<file path="config.mk">
export PLATFORM = sky130hd
export DESIGN_NAME = chien_search
export DESIGN_NICKNAME = d
export VERILOG_FILES = /design/src/rtl/chien_search.sv
export SDC_FILE = /design/constraint.sdc
export NUM_CORES = 1
export LEC_CHECK = 0
export ABC_AREA = 1
export ABC_CLOCK_PERIOD_IN_PS = 3800
export CAP_MARGIN = 20
export CORE_ASPECT_RATIO = 0.9
export CORE_MARGIN = 3
export CORE_UTILIZATION = 45
export DETAILED_ROUTE_END_ITERATION = 8
export PLACE_DENSITY_LB_ADDON = 0.3
export SETUP_SLACK_MARGIN = 0.15
export SYNTH_ARGS = -nofsm -noshare
export SYNTH_HDL_FRONTEND = slang
export SYNTH_SLANG_ARGS = --single-unit
</file>
<file path="constraint.sdc">
create_clock -name clk -period 3.8 [get_ports clk]
set_input_delay 0.95 -clock clk [delete_from_list [all_inputs] [get_ports clk]]
set_output_delay 0.95 -clock clk [all_outputs]
set_load 0.02 [all_outputs]
</file>
<file path="src/rtl/chien_search.sv">
// Chien search for RS(255,239): evaluates sigma, x*sigma'(x) and omega at x_k = alpha^(k+1),
// one point per clock, highest codeword position first, and feeds the Forney stage.
//
// state | meaning
// ------+----------------------------------------------------------
// IDLE  | waiting for start; outputs hold, done low
// RUN   | one evaluation per clock, N clocks
// DONE  | one-cycle done pulse, fail computed, back to IDLE
module chien_search #(
    parameter int T = 8,
    parameter int N = 255
) (
    input  logic               clk,
    input  logic               reset,
    input  logic               start,
    input  logic [8*(T+1)-1:0] sigma_in,
    input  logic [8*T-1:0]     omega_in,
    output logic               busy,
    output logic               valid,
    output logic               first,
    output logic               last,
    output logic [7:0]         sigma_out,
    output logic [7:0]         dsigma_out,
    output logic [7:0]         omega_out,
    output logic               done,
    output logic [7:0]         err_count,
    output logic               fail
);

    typedef enum logic [1:0] {IDLE, RUN, DONE} state_t;

    localparam logic [7:0] CNT_INIT = 8'(N - 1);

    state_t     state, state_nxt;
    logic [7:0] rs     [0:T];
    logic [7:0] ro     [0:T-1];
    logic [7:0] rs_nxt [0:T];
    logic [7:0] ro_nxt [0:T-1];
    logic [7:0] rs_ld  [0:T];
    logic [7:0] ro_ld  [0:T-1];
    logic [7:0] cnt;
    logic [4:0] deg, deg_in;
    logic       sigma0_zero;
    logic [7:0] sig_sum, dsig_sum, om_sum;

    function automatic logic [7:0] xtime(input logic [7:0] a);
        return {a[6:0], 1'b0} ^ (a[7] ? 8'h1d : 8'h00);
    endfunction

    function automatic logic [7:0] mul_apow(input logic [7:0] a, input int p);
        logic [7:0] r;
        r = a;
        for (int i = 0; i < p; i++) r = xtime(r);
        return r;
    endfunction

    // Constant multipliers by alpha^j, one per coefficient tap.
    for (genvar gj = 0; gj <= T; gj++) begin : g_sigma_tap
        assign rs_nxt[gj] = mul_apow(rs[gj], gj);
        assign rs_ld[gj]  = mul_apow(sigma_in[8*gj +: 8], gj);
    end

    for (genvar gj = 0; gj < T; gj++) begin : g_omega_tap
        assign ro_nxt[gj] = mul_apow(ro[gj], gj);
        assign ro_ld[gj]  = mul_apow(omega_in[8*gj +: 8], gj);
    end

    always_comb begin
        sig_sum  = 8'h00;
        dsig_sum = 8'h00;
        om_sum   = 8'h00;
        deg_in   = 5'd0;
        for (int j = 0; j <= T; j++) begin
            sig_sum = sig_sum ^ rs[j];
            if ((j % 2) == 1) dsig_sum = dsig_sum ^ rs[j];
            if (sigma_in[8*j +: 8] != 8'h00) deg_in = 5'(j);
        end
        for (int j = 0; j < T; j++) om_sum = om_sum ^ ro[j];
    end

    always_ff @(posedge clk or negedge reset) begin
        if (!reset) state <= IDLE;
        else        state <= state_nxt;
    end

    always_comb begin
        state_nxt = state;
        case (state)
            IDLE:    if (start) state_nxt = RUN;
            RUN:     if (cnt == 8'd0) state_nxt = DONE;
            DONE:    state_nxt = IDLE;
            default: state_nxt = IDLE;
        endcase
    end

    always_ff @(posedge clk or negedge reset) begin
        if (!reset) begin
            for (int j = 0; j <= T; j++) rs[j] <= 8'h00;
            for (int j = 0; j < T; j++)  ro[j] <= 8'h00;
            cnt         <= 8'd0;
            deg         <= 5'd0;
            sigma0_zero <= 1'b0;
            busy        <= 1'b0;
            valid       <= 1'b0;
            first       <= 1'b0;
            last        <= 1'b0;
            done        <= 1'b0;
            fail        <= 1'b0;
            err_count   <= 8'd0;
            sigma_out   <= 8'h00;
            dsigma_out  <= 8'h00;
            omega_out   <= 8'h00;
        end else begin
            case (state)
                IDLE: begin
                    valid <= 1'b0;
                    first <= 1'b0;
                    last  <= 1'b0;
                    done  <= 1'b0;
                    if (start) begin
                        for (int j = 0; j <= T; j++) rs[j] <= rs_ld[j];
                        for (int j = 0; j < T; j++)  ro[j] <= ro_ld[j];
                        deg         <= deg_in;
                        sigma0_zero <= (sigma_in[7:0] == 8'h00);
                        cnt         <= CNT_INIT;
                        err_count   <= 8'd0;
                        fail        <= 1'b0;
                        busy        <= 1'b1;
                    end
                end
                RUN: begin
                    sigma_out  <= sig_sum;
                    dsigma_out <= dsig_sum;
                    omega_out  <= om_sum;
                    for (int j = 0; j <= T; j++) rs[j] <= rs_nxt[j];
                    for (int j = 0; j < T; j++)  ro[j] <= ro_nxt[j];
                    valid <= 1'b1;
                    first <= (cnt == CNT_INIT);
                    last  <= (cnt == 8'd0);
                    if (sig_sum == 8'h00 && err_count != 8'hff)
                        err_count <= err_count + 8'd1;
                    cnt <= cnt - 8'd1;
                end
                DONE: begin
                    valid <= 1'b0;
                    first <= 1'b0;
                    last  <= 1'b0;
                    done  <= 1'b1;
                    busy  <= 1'b0;
                    fail  <= (err_count != {3'b000, deg}) || sigma0_zero;
                end
                default: ;
            endcase
        end
    end

endmodule

</file>
==> impl_metrics.toml <==
[status]
status = "completed"

[timing]
fmaxAchievable_mhz = 394
hold_violations = 0
finalSetupViolCount = 0
min_period_over_period = 0.668
whs_ns = 0.420
worst_pin_slew_ns = 0.802
fin_setup_tns_ns = 0
rsz0062_at_grt = "no"
clock-skew-final_ns = 0.0103
min_period_ns = 2.54
relSlewSlack = 0.465
slew_viol_final = 0

[placement]
placedCellCount = 2216
post-dp-hpwl_um = 27700
numPortBuffers = 176
place_area_um2 = 15200
gp_congestion = 0.898

[setup_path]
path_cells = "clkdlybuf4s50_1"
critical_path_depth = 1
crit_slowest_cell = "clkdlybuf4s50_1"
cp_max_fo = 7
crit_required_ns = 2.85
cp_data_arrival_time_ns = 1.59
cp_top_family = "buffers and inverters"
critPathMaxStageDelay_ns = 0.66
end_kind = "output pin"
path_buf_inv = 1
crit_type = "reg -> out"
reg2reg_depth = 9
startpoint_type = "register"

[floorplan]
die_w_um = 187
rows = 58
dieArea_um2 = 31500
boundaryPins = 177
coreArea_um2 = 28400
initial_utilization = 0.466
die_y_um = 169

[clock_network]
cts_tree = "yes"
hold_buffers = 0
worstSkewPairLatency_ns = 0.45
cts_root_buf = "clkbuf_16"
numCtsBuffers = 17
cts_resized = 0
post_cts_buffers = 0
cts.reportedPaths.clkPinSlew_ns = 0.07
clockBufferDepth = 2
htreeDepth = 4
cts_sinks = 189

[synthesis]
synth-xor-area-share = 0.215
synth-edff-count = 0
synth_compound_area_frac = 0.146
synth_area_per_cell_um2 = 7.66
yosys_warnings = 0
synthAdderAreaFrac = 0.00378
syn-cell-area_um2 = 13200
async_flop_share = 1.00
muxShareOfSynthArea = 0
synth_fp_nets = 1873
ys_types = 55
synth_cells = 1730
synth_top_family_by_area = "XOR/XNOR gates"
synth-simple-area-share = 0.202
yosysSeqAreaShare = 0.357
ys_ff_latch = 189
ys.flop_type = "dfrtp_1"

[route]
num_vias = 11900
routed_wl_um = 38100
ant_nets = 0
routedWlPerCell_um = 17.0
remaining_drc_errors = 0
drtIter0Drc = 877
drt_pre_antenna_iters = 5
viasPerCell = 5.28

[final_layout]
area.growth.synth_to_final_pct = 19.3
drive_gt1_frac = 0.0571
final_common_cell = "nand2_1"
fill_cells = 2687
final_cell_mix = "nand2_1 (446), dfrtp_1 (189), clkdlybuf4s50_1 (175)"
final_nets = 1988
final_cell_area_um2 = 15800
final_cells = 2249

[global_route]
grt_pass1_wl_um = 61400
gr-total-overflow = 0
antenna_found_initial = 5
grt_usage = 0.242
grt_max_degree = 123
first_global_vias = 11500

[power_and_ir_drop]
total_power_uw = 4260
peakVddDrop_mv = 0.312
p_per_area_nw_per_um2 = 270
p_leak_uw = 0.00714

[flow_run]
max_cap_violations = 0

[min_path]
hold_path_class = "in -> async"
[area by class of cell]
class | instances | area, um2 | area share
antenna | 1 | 2.50 | 0.000158
clock buffer | 19 | 443 | 0.0280
clock inverter | 13 | 129 | 0.00816
inverter | 148 | 557 | 0.0352
multi-input combinational | 1300 | 7520 | 0.476
sequential | 189 | 4730 | 0.299
tap | 390 | 488 | 0.0309
timing repair buffer | 189 | 1930 | 0.122
[synthesized netlist by cell type (all sizes together) (5+ instances only)]
cell	instances	area [um2]
a21oi	71	355
a221oi	5	43.8
a22oi	31	233
a31oi	10	62.6
buf	47	265
clkbuf	46	173
dfrtp	189	4730
inv	146	548
nand2	463	1790
nand3	66	353
nor2	79	332
nor3	5	25.0
nor4	11	68.8
o211ai	15	113
o21a	7	52.6
o21ai	165	830
o221ai	10	87.6
o22ai	6	37.5
or2	10	62.6
xnor2	153	1360
xor2	167	1490
[path summary, 6_finish.rpt]
kind,start,to,slack [ns]
hold reg to reg,sigma_out[3]$_DFFE_PN0P_,sigma_out[3]$_DFFE_PN0P_,0.48
max in group asynchronous,reset,omega_out[2]$_DFFE_PN0P_,2.57
min in group clk,sigma_out[3]$_DFFE_PN0P_,sigma_out[3]$_DFFE_PN0P_,0.48
setup / recovery,err_count[3]$_DFFE_PN0P_,err_count[3],1.26
hold / removal,reset,dsigma_out[6]$_DFFE_PN0P_,0.42
setup reg to reg,state[0]$_DFFE_PN0P_,ro[3]$_DFFE_PN0P_,1.58
[metal layers]
layer  vias to the layer above  track usage  routed length [um]
met4                         8       0.0943                1280
li1                       5807            -                   -
met2                       372        0.408               18400
met3                        76       0.0485                2310
met5                         -            0                  53
met1                      5606        0.310               16100
[registers in the layout (all words and copies together), names as in the netlist, 2 cells and up]
| signal | cells |
|---|---|
| omega_out | 8 |
| dsigma_out | 8 |
| state | 2 |
| deg | 4 |
| cnt | 8 |
| sigma_out | 8 |
| rs | 72 |
| err_count | 8 |
| ro | 64 |
[cell families (layout without fill, tap and decap cells)]
kind of cell,Yosys count,after routing
other,0,1
flip-flops,189,189
AO/OA/AOI/OAI,335,335
XOR/XNOR,320,320
buffers and inverters,241,369
adder cells (fa/ha/maj),4,4
AND/OR/NAND/NOR,641,641
[power breakdown]
group	total, uW	switching [uW]	internal [uW]
Clock	1810	868	937
Combinational	446	229	216
Sequential	2010	0	2010
[per-stage QoR]
stage               setup slack (ns)  utilization
floorplan                       1.74            -
global placement               0.992        0.535
detailed placement             0.995        0.535
CTS                             1.25        0.555
global route                    1.20        0.555
finish                          1.26        0.555
Power figures use the tool's default switching activity.
